## src/rtl/riscv_pkg.sv

```systemverilog
// Types and constants shared by the fetch stage and the main decoder of the
// single-cycle RISC-V core.
package riscv_pkg;

  localparam int XLEN = 32;

  localparam logic [31:0]     NOP_INSTR = 32'h0000_0013;
  localparam logic [XLEN-1:0] PC_STEP   = 32'h0000_0004;

  localparam logic [6:0] OP_LOAD   = 7'b0000011;
  localparam logic [6:0] OP_STORE  = 7'b0100011;
  localparam logic [6:0] OP_RTYPE  = 7'b0110011;
  localparam logic [6:0] OP_BRANCH = 7'b1100011;

  typedef enum logic [1:0] {
    FETCH = 2'd0,
    WAIT  = 2'd1,
    VALID = 2'd2,
    HALT  = 2'd3
  } fetch_state_t;

  // Instruction addresses must be word aligned (no compressed extension).
  function automatic logic is_misaligned(input logic [XLEN-1:0] addr);
    return (addr[1:0] != 2'b00);
  endfunction

endpackage

```

## src/rtl/pc_next_calc.sv

```systemverilog
// Combinational next-PC selection: sequential PC, branch target, the chosen
// next PC and its alignment check. All sums wrap modulo 2^XLEN.
module pc_next_calc
  import riscv_pkg::*;
(
  input  logic [XLEN-1:0] i_pc,
  input  logic [XLEN-1:0] i_imm_ext,
  input  logic            i_pc_src,
  output logic [XLEN-1:0] o_pc_plus4,
  output logic [XLEN-1:0] o_pc_next,
  output logic            o_misaligned
);

  logic [XLEN-1:0] w_pc_plus4;
  logic [XLEN-1:0] w_branch_tgt;
  logic [XLEN-1:0] w_pc_next;

  assign w_pc_plus4   = i_pc + PC_STEP;
  assign w_branch_tgt = i_pc + i_imm_ext;
  assign w_pc_next    = i_pc_src ? w_branch_tgt : w_pc_plus4;

  assign o_pc_plus4   = w_pc_plus4;
  assign o_pc_next    = w_pc_next;
  assign o_misaligned = is_misaligned(w_pc_next);

endmodule

```

## src/rtl/instr_fetch_unit.sv

```systemverilog
// Fetch stage: owns the PC, runs one request/grant/response transaction at a
// time and hands instructions to the decoder over a valid/ready handshake.
module instr_fetch_unit
  import riscv_pkg::*;
#(
  parameter logic [XLEN-1:0] RESET_PC      = 32'h0000_0000,
  parameter logic [31:0]     INSTRET_RESET = 32'h0000_0000
)(
  input  logic            clk,
  input  logic            rst,
  output logic            imem_req,
  output logic [XLEN-1:0] imem_addr,
  input  logic            imem_gnt,
  input  logic            imem_rvalid,
  input  logic [31:0]     imem_rdata,
  output logic [31:0]     instr,
  output logic            instr_valid,
  input  logic            instr_ready,
  output logic [XLEN-1:0] pc_out,
  output logic [XLEN-1:0] pc_plus4,
  input  logic            pc_src,
  input  logic [XLEN-1:0] imm_ext,
  output logic            fetch_err,
  output logic [31:0]     instret
);

  fetch_state_t    r_state;
  logic [XLEN-1:0] r_pc;
  logic [31:0]     r_instr;
  logic            r_instr_valid;
  logic            r_fetch_err;
  logic [31:0]     r_instret;

  logic [XLEN-1:0] w_pc_plus4;
  logic [XLEN-1:0] w_pc_next;
  logic            w_misaligned;

  pc_next_calc u_pc_next_calc (
    .i_pc         (r_pc),
    .i_imm_ext    (imm_ext),
    .i_pc_src     (pc_src),
    .o_pc_plus4   (w_pc_plus4),
    .o_pc_next    (w_pc_next),
    .o_misaligned (w_misaligned)
  );

  // Fetch state machine with PC, instruction, error and retire-count registers.
  always_ff @(posedge clk or posedge rst) begin
    if (rst) begin
      r_state       <= FETCH;
      r_pc          <= RESET_PC;
      r_instr       <= NOP_INSTR;
      r_instr_valid <= 1'b0;
      r_fetch_err   <= 1'b0;
      r_instret     <= INSTRET_RESET;
    end else begin
      case (r_state)
        FETCH: begin
          r_instr_valid <= 1'b0;
          if (imem_gnt) begin
            r_state <= WAIT;
          end
        end
        WAIT: begin
          if (imem_rvalid) begin
            r_instr       <= imem_rdata;
            r_instr_valid <= 1'b1;
            r_state       <= VALID;
          end
        end
        VALID: begin
          if (instr_ready) begin
            r_instret     <= r_instret + 32'd1;
            r_instr_valid <= 1'b0;
            // A misaligned target is never fetched; the PC keeps the faulting instruction.
            if (w_misaligned) begin
              r_fetch_err <= 1'b1;
              r_state     <= HALT;
            end else begin
              r_pc    <= w_pc_next;
              r_state <= FETCH;
            end
          end
        end
        HALT: begin
          r_instr_valid <= 1'b0;
          r_state       <= HALT;
        end
        default: begin
          r_instr_valid <= 1'b0;
          r_fetch_err   <= 1'b1;
          r_state       <= HALT;
        end
      endcase
    end
  end

  // The request must drop immediately while reset is held and rise in the first cycle after.
  assign imem_req    = (r_state == FETCH) & ~rst;
  assign imem_addr   = r_pc;
  assign pc_out      = r_pc;
  assign pc_plus4    = w_pc_plus4;
  assign instr       = r_instr;
  assign instr_valid = r_instr_valid;
  assign fetch_err   = r_fetch_err;
  assign instret     = r_instret;

endmodule

```

## config.mk

```make
export PLATFORM = sky130hd
export DESIGN_NAME = instr_fetch_unit
export DESIGN_NICKNAME = d
export VERILOG_FILES = /design/src/rtl/riscv_pkg.sv /design/src/rtl/pc_next_calc.sv /design/src/rtl/instr_fetch_unit.sv
export SDC_FILE = /design/constraint.sdc
export NUM_CORES = 1
export LEC_CHECK = 0
export ABC_CLOCK_PERIOD_IN_PS = 2600
export BUFFER_PORTS_ARGS = -buffer_cell sky130_fd_sc_hd__buf_2
export CAP_MARGIN = 20
export CORE_MARGIN = 2
export CORE_UTILIZATION = 40
export CTS_BUF_LIST = sky130_fd_sc_hd__clkbuf_4 sky130_fd_sc_hd__clkbuf_8 sky130_fd_sc_hd__clkbuf_16
export CTS_CLUSTER_DIAMETER = 100
export DETAILED_ROUTE_END_ITERATION = 6
export MAX_ROUTING_LAYER = met4
export PLACE_DENSITY = 0.66
export SLEW_MARGIN = 15
export SYNTH_ARGS = -nofsm -noshare
export SYNTH_HDL_FRONTEND = slang
export SYNTH_HIERARCHICAL = 1
export SYNTH_SLANG_ARGS = --single-unit
```

## constraint.sdc

```tcl
create_clock -name clk -period 2.6 [get_ports clk]
set_input_delay 0.13 -clock clk [delete_from_list [all_inputs] [get_ports clk]]
set_output_delay 0.13 -clock clk [all_outputs]
set_load 0.01 [all_outputs]
```

==> results of run 1 <==
## layout make-up
cell class,instances,area share (%)
inverter,11,0.493
sequential,100,27.5
tap,220,3.01
antenna,2,0.0548
timing repair buffer,311,20.4
clock buffer,9,2.47
multi-input combinational,539,45.3
clock inverter,7,0.891
## power by group through the flow
stage               logic [W]  clock network [W]  registers [W]
floorplan             0.00325                  0        0.00285
global placement      0.00552                  0        0.00243
detailed placement    0.00557                  0        0.00245
CTS                   0.00563            0.00147        0.00242
global route          0.00643            0.00152        0.00250
finish                0.00588            0.00143        0.00243
## registers in the layout, indices dropped and copies added (netlist names)
name / cells
instr_valid: 1
imem_addr: 32
r_state: 2
instret: 32
instr: 32
fetch_err: 1
## worst reg2reg max path, stage by stage, from the launching register on
cell	delay (ns)
dfrtp_2	0.43
ha_4	0.25
a21o_1	0.19
a31oi_4	0.22
o221ai_4	0.12
a221o_1	0.33
a21o_1	0.22
a31oi_2	0.18
xor2_1	0.16
a21oi_1	0.09
mux2_4	0.28
## kinds of logic (layout without fill, tap and decap cells)
group	after synthesis	count (layout)	share of synthesized area [%]
and+or+nand+nor	223	223	17.8
DFF	100	100	36.6
AOI/OAI and AO/OA	129	129	11.3
buffers and inverters	67	338	5.83
xor gates and xnor gates	85	85	11.0
other	0	2	0
adders and majority gates	34	34	6.32
muxes	68	68	11.2
## routing by layer
metal	part of all wire (%)	GRT usage, %	vias up
li1	-	-	3026
met1	44	27.0	2994
met2	48	34.1	238
met3	5.7	3.57	30
met4	2.5	8.48	0
met5	0	-	-
## what timing repair did
action                                 CTS  global route
setup buffers                            0             3
setup endpoints to repair               12            24
hold buffers                            20             0
endpoints found under the hold margin   48             0
gates resized for setup                  5            37
pin swaps                               10            20
## how the worst min path moves through the flow
stage / slack [ns] / from / depth (start not counted) / end
2_1_floorplan: 0.27 / imem_rvalid / 2 / r_state[1]$_DFFE_PP0P_
3_3_place_gp: 0.31 / rst / 2 / instr[30]$_DFFE_PP0P_
3_5_place_dp: 0.31 / rst / 2 / instr[3]$_DFFE_PP0P_
4_1_cts: 0.00005 / imem_rdata[29] / 2 / instr[29]$_DFFE_PP0P_
5_1_grt: 0.002 / imem_rdata[21] / 2 / instr[21]$_DFFE_PP0P_
6_report: 0.02 / imem_rdata[29] / 2 / instr[29]$_DFFE_PP0P_
## stage by stage
stage / utilization (%) / cells / hold WS, ns / total power [W]
2_1_floorplan: - / 706 / 0.268 / 0.00610
3_3_place_gp: 50.7 / 1158 / 0.310 / 0.00795
3_5_place_dp: 50.7 / 1158 / 0.311 / 0.00801
4_1_cts: 53.8 / 1194 / 0.0000543 / 0.00952
5_1_grt: 54.9 / 1198 / 0.00168 / 0.0105
6_report: 54.9 / 1199 / 0.0163 / 0.00973
## cell usage in the layout (no fill, tap or decap), drive strengths merged, types with 7 or more instances in the layout
master / synthesis / layout
a21o: 8 / 8
a21oi: 58 / 58
and3: 15 / 15
buf: 45 / 291
clkbuf: 11 / 9
dfrtp: 97 / 97
dlygate4sd3: 0 / 20
ha: 33 / 33
inv: 11 / 13
mux2: 67 / 67
nand2: 54 / 54
nand3: 31 / 31
nand4: 27 / 27
nor2: 53 / 53
nor3: 10 / 10
o21a: 7 / 7
o21ai: 29 / 29
xnor2: 61 / 61
xor2: 24 / 24
==> summary.md, run 1 <==
| Metric | Value |
|---|---|
| Vias per cell | 5.24 |
| Via count | 6,288 |
| Clock Latency Late Sink | 0.35 ns |
| Pint | 0.00557 W |
| Crit-path slowest cell | dfrtp_2 |
| Syn_area_per_cell | 9.70 sq um |
| RePlAce Congestion | 0.894 |
| Critical path depth | 10 |
| Cell variety after synth | 64 |
| Cell area after synthesis | 0.00685 sq mm |
| Period minus WS final | 2.58 ns |
| Core area | 0.0166 sq mm |
| Sequential area share after synthesis | 36.6% |
| # DRC | 0 |
| Pre-CTS WS | -0.170 ns |
| Cell Pwr Density | 1070 mW/mm^2 |
| Worst path bufs/invs | 0 |
| Placed Area | 0.00843 sq mm |
| Global-route wire length before repair | 30.1 mm |
| Chip height | 135 microns |
| CTS Sinks | 100 |
| Slew Viols, Final | 0 |
| Setup crit end | imem_addr[23]$_DFFE_PP0P_ |
| Net Sw Frac | 42.8% |
| Synth-to-Final Area Change | 33.3% |
| Final worst-path cycle share | 99.3% |
| Worst Setup Slack, final | 0.0177 ns |
| Worst Max-Slew Pin Slew | 0.758 ns |
| Synth Instances | 706 |
| Clock power share | 14.6% |
| CP dominant cell by count | a21o_1 |
| Setup crit start | imem_addr[8]$_DFFE_PP0P_ |
| Storage element area | 0.00251 sq mm |
| Synth Flop Type | dfrtp_1 |
| Synth top area share | 35.4% |
| Clock buffer depth | 2 |
| Critical Path RT | 2.84 ns |
| Sequential power share | 25.0% |
| Synthesis-stage register bit count | 100 |
| I/O pins | 233 |
| Die X | 135 microns |
| Port Buf Inserts | 232 |
| Num CTS Buffers | 9 |
| Initial DRC Count | 371 |
| Worst min-delay path class | input port to flip-flop |
| Vias in the first global route | 6,103 |
| Worst slew margin | 49.4% |
| Die footprint | 0.0182 sq mm |
| Final Skew | 0.00940 ns |
| Worst IR Drop VDD | 544 uV |
| Setup-failing EPs final | 0 |
| RSZ-0062 raised after global routing | true |
| CP cell instances | ha_4 > a21o_1 > a31oi_4 > o221ai_4 > a221o_1 > a21o_1 > a31oi_2 > xor2_1 > a21oi_1 > mux2_4 |
| Final setup TNS | 0 ns |
| Wire per inst | 15.9 microns |
| Largest net degree at the start of global routing | 43 |
| Fill count | 1,512 |
| Sw Pwr | 0.00417 W |
| Initial core utilization | 41.2% |
| Net count reported at finish | 1,076 |
| YS warnings | 6 |
| Fmax | 387 MHz |
| Fin area | 0.00913 sq mm |
| Top-count cell post-synth | dfrtp_1 |
| GRT Total Usage | 21.3% |
| Synth cell count leaders | dfrtp_1 (97), mux2_2 (65), xnor2_1 (60) |
| Ys async rst share | 100% |
| CP Capture Type | flip-flop |
| Critical Path AT | 2.82 ns |
| Critical path's largest stage delay | 0.43 ns |
| CTS tree | built |
| Area of the multi-input gates | 0.00413 sq mm |
| Setup crit start kind | flip-flop |
| CTS clk-pin slew, worst paths | 0.08 ns |
| CP Max Fanout | 4 |
| Crit Reg-Reg Endpoint | imem_addr[23]$_DFFE_PP0P_ |
| Reg2reg start | imem_addr[8]$_DFFE_PP0P_ |
| Reg2reg path depth | 10 |
| WS Path Type | flip-flop to flip-flop |
| Final hold viol count | 0 |
| Delay-heaviest family, CP | compound AO/OA/AOI/OAI gates |
| Fraction of layout cells with a size suffix above 1 | 44.1% |
| Rows | 47 |
| Top post-synthesis cells by area | dfrtp_1 (35%), mux2_2 (11%), xnor2_1 (7.7%) |
| Outcome | complete, no violations |
| Syn_nets | 810 |
| Max Cap Viol | 0 |
| EDFF count, synth | 0 |
| Drt pass-1 iters | 4 |
| Cell taking the most area after synthesis | dfrtp_1 |
| Initial antenna violation count | 1 |
| Comb pwr share | 60.4% |
| DRT antenna net count | 0 |
| Leak | 4.60 nW |
| H-tree Lvls | 3 |
| Reg2Reg Setup Slack | 0.02 ns |
| Root Buffer | clkbuf_16 |
| Final wirelength | 19.1 mm |
| Overflow left after global routing | 0 |
| Dpl hpwl | 14.6 mm |
(Power assumes the default switching activity.)
==> inputs of run 2 (changes only) <==
CELL_PAD_IN_SITES_DETAIL_PLACEMENT = 1   (was default)
CELL_PAD_IN_SITES_GLOBAL_PLACEMENT = 1   (was default)
CORE_UTILIZATION = 35   (was 40)
HOLD_SLACK_MARGIN = 0.1   (was default)
PLACE_DENSITY = 0.76   (was 0.66)
==> run 2 against run 1 <==
The run now ends with setup timing left. Wire length rose by 17%. Cell area is 3.7% higher. Sequential share of layout area shrank 0.98 points. Clock skew fell by 0.0017 ns. Count of clock-buffer cells in the layout is the same. Flip-flop and latch count stayed put. Global-route usage is 0.67 points higher. Sequential power about the same. Setup slack lost 0.11 ns. Core utilization fell by 5.9 points. Register-to-register slack worse by 0.11 ns. Combinational power grew 5.6%. Critical endpoint is now imem_addr[30]$_DFFE_PP0P_. Largest power group unchanged. Highest routed layer unchanged.
==> summary.md, run 2 (synthesized netlist as in run 1, its figures left out) <==
| Metric | Value |
|---|---|
| CTS Sinks | 100 (unchanged) |
| Core area | 0.0193 sq mm (+16%) |
| Final worst-path cycle share | 104% (+4.3 points) |
| Critical Path RT | 2.84 ns (about the same) |
| H-tree Lvls | 3 (unchanged) |
| Chip height | 144 microns (+6.7%) |
| Critical path's largest stage delay | 0.41 ns (-0.02 ns) |
| Vias per cell | 5.12 (-2.5%) |
| Port Buf Inserts | 232 (unchanged) |
| Worst Max-Slew Pin Slew | 0.685 ns (-0.0730 ns) |
| Worst Setup Slack, final | -0.0932 ns (-0.111 ns) |
| Post-Place Cells | 1,209 (+4.4%) |
| Outcome | finished with violations |
| Max Cap Viol | 0 (unchanged) |
| Clock buffer depth | 2 (unchanged) |
| # DRC | 0 (unchanged) |
| Rows | 51 (+8.5%) |
| Num CTS Buffers | 9 (unchanged) |
| I/O pins | 233 (unchanged) |
| Fraction of layout cells with a size suffix above 1 | 44.7% (+0.61 points) |
| Slew Viols, Final | 0 (unchanged) |
| Most frequent cells in the layout | buf_2 (232), dfrtp_1 (96), buf_4 (64) |
| Initial DRC Count | 234 (-37%) |
| Dpl hpwl | 16.2 mm (+11%) |
| Final wirelength | 22.5 mm (+17%) |
| Pre-CTS WS | -0.219 ns (-0.0495 ns) |
| Cell Pwr Density | 1060 mW/mm^2 (-0.43%) |
| GRT Total Usage | 22.0% (+0.67 points) |
| Initial antenna violation count | 2 (+1) |
| Die X | 144 microns (+6.7%) |
| Vias in the first global route | 6,701 (+9.8%) |
| Drt pass-1 iters | 4 (unchanged) |
| Worst slew margin | 54.3% (+4.9 points) |
| Hold Slack | 0.173 ns (+0.156 ns) |
| CP dominant cell by count | a21oi_2 |
| Final hold viol count | 0 (unchanged) |
| Wire per inst | 17.7 microns (+11%) |
| Largest net degree at the start of global routing | 73 (+70%) |
| Overflow left after global routing | 0 (unchanged) |
| CTS clk-pin slew, worst paths | 0.08 ns (about the same) |
| CP Capture Type | flip-flop |
| Synth-to-Final Area Change | 38.3% |
| Fmax | 371 MHz (-4.1%) |
| Worst IR Drop VDD | 393 uV (-28%) |
| RePlAce Congestion | 0.881 (-1.4%) |
| Final Skew | 0.00772 ns (-0.00168 ns) |
| WS Path Type | flip-flop to flip-flop |
| Via count | 6,502 (+3.4%) |
| Fill count | 2,261 (+50%) |
| Failing checks | setup timing |
| Post-layout util | 49.0% (-5.9 points) |
| Crit-path slowest cell | dfrtp_1 |
| Die footprint | 0.0207 sq mm (+14%) |
| Clock Latency Late Sink | 0.35 ns (about the same) |
| CTS tree | built |
| Setup crit start kind | flip-flop |
| Final Non-Filler Cells | 1,271 (+6.0%) |
| Worst min-delay path class | input port to flip-flop |
| Root Buffer | clkbuf_16 |
| Net count reported at finish | 1,103 (+2.5%) |
| DRT antenna net count | 0 (unchanged) |
| Critical Path AT | 2.94 ns (+0.12 ns) |
| Setup-failing EPs final | 3 (+3) |
| Period minus WS final | 2.69 ns (+0.111 ns) |
| CP Max Fanout | 3 (-1) |
| Commonest non-fill, non-tap cell in the layout | buf_2 |
| Leak | 4.74 nW (+3.1%) |
| Initial core utilization | 35.4% (-5.7 points) |
| RSZ-0062 raised after global routing | true |
| CP cell instances | ha_4 > fa_2 > a21oi_2 > o211ai_1 > nand3_1 > a21oi_2 > o22ai_1 > buf_4 > o21ai_4 > xnor2_2 > a21oi_2 > mux2_4 |
| Reg2Reg Setup Slack | -0.09 ns (-0.11 ns) |
| Global-route wire length before repair | 34.8 mm (+16%) |
==> run 2: cell types whose count changed in the layout (fill, tap and decap cells not counted), moves of 2 or more <==
cell / delta
dlygate4sd3_1: +14
mux2_2: -3
buf_4: +9
buf_6: +4
o21ai_0: -2
ha_2: -2
mux2_4: +4
nand3_1: -2
clkinv_8: +2
xnor2_2: +6
a31oi_1: +2
xnor2_1: -6
==> run 2: path summary, 6_finish.rpt <==
kind / startpoint / end / cells after the start
hold reg to reg: fetch_err$_DFFE_PP0P_ / fetch_err$_DFFE_PP0P_ / 1
setup / recovery: imem_addr[0]$_DFFE_PP0P_ / imem_addr[30]$_DFFE_PP0P_ / 12
setup reg to reg: imem_addr[0]$_DFFE_PP0P_ / imem_addr[30]$_DFFE_PP0P_ / 12
max in group asynchronous: rst / instr[4]$_DFFE_PP1P_ / 4
hold / removal: imem_gnt / r_state[0]$_DFFE_PP0P_ / 4
min in group asynchronous: rst / instr[15]$_DFFE_PP0P_ / 3
==> run 2: critical path, delay by kind of cell, from the launching register on <==
family | cells | cell delay, ns
compound gates | 6 | 0.76
xor+xnor | 1 | 0.19
fa+ha+maj | 2 | 0.59
buf+inv | 1 | 0.17
flops | 1 | 0.41
mux | 1 | 0.26
simple gates | 1 | 0.20
==> run 2: repair_timing <==
action	4_1_cts	5_1_grt
endpoints found under the hold margin	62	0
hold buffers	34	0
buffers inserted	2	9
resized for setup	10	46
setup endpoints to repair	14	38
pin swaps	11	26
==> run 2: report_power, final <==
part	switching (W)	internal [W]	total [W]
combinational	0.00332	0.00289	0.00621
sequential	0.000391	0.00206	0.00246
clock	0.000706	0.000679	0.00139
==> run 2: final cells by class <==
type / instances / area [sq um] / share of cell area, %
multi-input cells: 539 / 4190 / 44.2
flip-flops and latches: 100 / 2510 / 26.5
repair buffers: 338 / 2100 / 22.2
well taps: 265 / 332 / 3.50
clock buffers: 9 / 225 / 2.38
clock inverters: 7 / 72.6 / 0.766
inverters: 11 / 45.0 / 0.476
diodes: 2 / 5.00 / 0.0528
==> run 2: per-stage QoR <==
stage                     instance area (sq um)  TNS [ns]  power, W
after floorplan                            6880         0   0.00610
after global placement                     8520    -0.263   0.00803
after detailed placement                   8520     -1.31   0.00821
after CTS                                  9210   -0.0372   0.00975
after global routing                       9470    -0.995    0.0108
final                                      9470    -0.222    0.0100
==> run 2: routing by layer <==
| layer | share of wire [%] | wire [microns] | track usage, % | vias up |
|---|---|---|---|---|
| met1 | 44 | 9800 | 26.7 | 3237 |
| met2 | 51 | 11500 | 38.4 | 173 |
| li1 | - | - | - | 3076 |
| met4 | 0.86 | 194 | 4.18 | 0 |
| met3 | 4.3 | 966 | 3.93 | 16 |
| met5 | 0 | 0 | - | - |
==> inputs of run 3 (changes only) <==
CAP_MARGIN = 10   (was 20)
TNS_END_PERCENT = 5   (was default)
==> run 3 against run 2 <==
The flow still finishes with violations (setup timing). Largest cell class unchanged. Core utilization is 0.32 points lower. Final cell count is 0.31% higher. Critical path depth is 1 lower. Global-route usage is 0.33 points higher. Largest power group unchanged. Die area stayed put. Count of clock-buffer cells in the layout is 1 higher. Sequential share of layout area is 0.18 points higher. Clock power is 3% lower.
==> summary.md, run 3 (synthesized netlist as in run 1, its figures left out) <==
| Metric | Value |
|---|---|
| Fraction of layout cells with a size suffix above 1 | 43.8% (-0.87 points) |
| Crit-path slowest cell | dfrtp_1 |
| Placed Area | 0.00854 sq mm (+0.16%) |
| I/O pins | 233 (unchanged) |
| Commonest non-fill, non-tap cell in the layout | buf_2 |
| Final hold viol count | 0 (unchanged) |
| Vias per cell | 5.07 (-0.80%) |
| DRT antenna net count | 0 (unchanged) |
| Dpl hpwl | 16.5 mm (+1.9%) |
| GRT Total Usage | 22.3% (+0.33 points) |
| Via count | 6,470 (-0.49%) |
| Num CTS Buffers | 9 (unchanged) |
| # DRC | 0 (unchanged) |
| Clock Latency Late Sink | 0.35 ns (about the same) |
| Critical path's largest stage delay | 0.39 ns (-0.02 ns) |
| Period minus WS final | 2.62 ns (-0.0685 ns) |
| Hold path startpoint | imem_gnt |
| Max Cap Viol | 0 (unchanged) |
| Initial antenna violation count | 2 (unchanged) |
| Clock buffer depth | 2 (unchanged) |
| Fill count | 2,262 (+0.044%) |
| CP Capture Type | flip-flop |
| Worst min-delay path class | input port to flip-flop |
| CP dominant cell by count | a41o_1 |
| Final Skew | 0.0101 ns (+0.00237 ns) |
| CP Max Fanout | 3 (unchanged) |
| Critical Path AT | 2.86 ns (-0.08 ns) |
| Reg2reg path depth | 11 (-1) |
| RSZ-0062 raised after global routing | true |
| Storage element area | 0.00251 sq mm (unchanged) |
| Slew Viols, Final | 0 (unchanged) |
| Most frequent cells in the layout | buf_2 (232), dfrtp_1 (96), buf_4 (72) |
| Setup-failing EPs final | 3 (unchanged) |
| Largest net degree at the start of global routing | 56 (-23%) |
| CTS tree | built |
| Outcome | finished with violations |
| Setup crit end | imem_addr[29]$_DFFE_PP0P_ |
| Root Buffer | clkbuf_16 |
| Worst Setup Slack, final | -0.0247 ns (+0.0685 ns) |
| Initial DRC Count | 236 (+0.85%) |
| Worst Max-Slew Pin Slew | 0.603 ns (-0.0816 ns) |
| CTS Sinks | 100 (unchanged) |
| Chip height | 144 microns (unchanged) |
| Reg2Reg Setup Slack | -0.02 ns (+0.07 ns) |
| Cell Pwr Density | 1060 mW/mm^2 (+0.24%) |
| Hold depth | 4 (unchanged) |
| H-tree Lvls | 3 (unchanged) |
| WS Path Type | flip-flop to flip-flop |
| Drt pass-1 iters | 6 (+2) |
| Port Buf Inserts | 232 (unchanged) |
| Die footprint | 0.0207 sq mm (unchanged) |
| Setup crit start kind | flip-flop |
| Reg2reg start | imem_addr[8]$_DFFE_PP0P_ |
| Post-layout util | 48.7% (-0.32 points) |
| Overflow left after global routing | 0 (unchanged) |
| Fin area | 0.00941 sq mm (-0.66%) |
| Initial core utilization | 35.4% (unchanged) |
| Core area | 0.0193 sq mm (unchanged) |
| CP cell instances | ha_1 > a21o_1 > o21bai_1 > a41o_1 > nor3_1 > a21oi_1 > buf_4 > a41o_1 > nor4_2 > a311oi_1 > mux2_2 |
| Rows | 51 (unchanged) |
| Synth-to-Final Area Change | 37.4% |
| Area of the multi-input gates | 0.00413 sq mm (-1.4%) |
| Wire per inst | 17.8 microns (+0.47%) |
| Final wirelength | 22.6 mm (+0.78%) |
| RePlAce Congestion | 0.862 (-2.1%) |
| Worst slew margin | 59.5% (+5.2 points) |
| Vias in the first global route | 6,780 (+1.2%) |
| Crit Reg-Reg Endpoint | imem_addr[29]$_DFFE_PP0P_ |
| Die X | 144 microns (unchanged) |
| Leak | 4.76 nW (+0.38%) |
| Fmax | 381 MHz (+2.6%) |
| Hold Slack | 0.146 ns (-0.0266 ns) |
| Worst IR Drop VDD | 407 uV (+3.6%) |
| Final worst-path cycle share | 101% (-2.6 points) |
| Setup crit start | imem_addr[8]$_DFFE_PP0P_ |
| Global-route wire length before repair | 35.3 mm (+1.4%) |
| CTS clk-pin slew, worst paths | 0.07 ns (about the same) |
| Failing checks | setup timing |
| Tot Pwr | 0.0100 W (-0.42%) |
| Net count reported at finish | 1,107 (+0.36%) |
| Critical Path RT | 2.84 ns (about the same) |
-- run 3: cell count changes in the layout (fill, tap and decap cells not counted), moves of 3 or more --
cell,change
a21oi_1,+3
a21oi_2,-4
buf_4,+8
buf_6,-3
-- run 3: per-stage QoR --
| step | worst slack, ns | cells | setup TNS [ns] |
|---|---|---|---|
| finish | -0.0247 | 1275 | -0.0416 |
| global route | -0.164 | 1275 | -1.04 |
| CTS | -0.0134 | 1268 | -0.0421 |
| detailed placement | -0.242 | 1216 | -1.50 |
| global placement | -0.0863 | 1216 | -0.399 |
| floorplan | -0.143 | 706 | -0.194 |
-- run 3: metal layers --
metal	vias up	GRT usage [%]	share of wire [%]
li1	3082	-	-
met1	3188	26.8	43
met2	166	38.1	51
met3	34	4.13	4.0
met4	0	6.71	1.9
met5	-	-	0
-- run 3: critical path: cells and delay by family, from the launching register on --
family,cells,cell delay [ns]
flip-flops,1,0.39
multiplexers,1,0.28
adder cells (fa/ha/maj),1,0.29
AO/OA/AOI/OAI,6,1.11
AND/OR/NAND/NOR,2,0.29
buffers and inverters,1,0.16
-- run 3: area by class of cell --
class                           instances  area share, %
Antenna cell                            2         0.0532
Clock buffer                           10           2.47
Clock inverter                          6          0.585
Inverter                               11          0.479
Multi-Input combinational cell        539           43.9
Sequential cell                       100           26.7
Tap cell                              265           3.52
Timing Repair Buffer                  342           22.4
-- run 3: power breakdown --
| part | leakage, nW | internal, W | total [W] | switching [W] |
|---|---|---|---|---|
| Clock | 0.143 | 0.000681 | 0.00135 | 0.000668 |
| Combinational | 3.32 | 0.00288 | 0.00622 | 0.00334 |
| Sequential | 1.29 | 0.00206 | 0.00244 | 0.000373 |
| Total | 4.76 | 0.00563 | 0.0100 | 0.00438 |
-- run 3: worst min path at each step --
stage                                  end  slack [ns]
floorplan           r_state[1]$_DFFE_PP0P_        0.27
global placement     instr[17]$_DFFE_PP0P_        0.16
detailed placement   instr[15]$_DFFE_PP0P_        0.16
CTS                 r_state[0]$_DFFE_PP0P_        0.14
global route        instret[2]$_DFFE_PP0P_        0.18
finish              r_state[0]$_DFFE_PP0P_        0.15
-- run 3: what timing repair did --
| item | in CTS | in global routing |
|---|---|---|
| cloned | 0 | 0 |
| pin swaps | 12 | 16 |
| resized for setup | 10 | 34 |
| endpoints found under the setup margin | 16 | 30 |
| hold buffers | 34 | 0 |
| hold endpoints to repair | 50 | 0 |
| setup buffers | 2 | 5 |
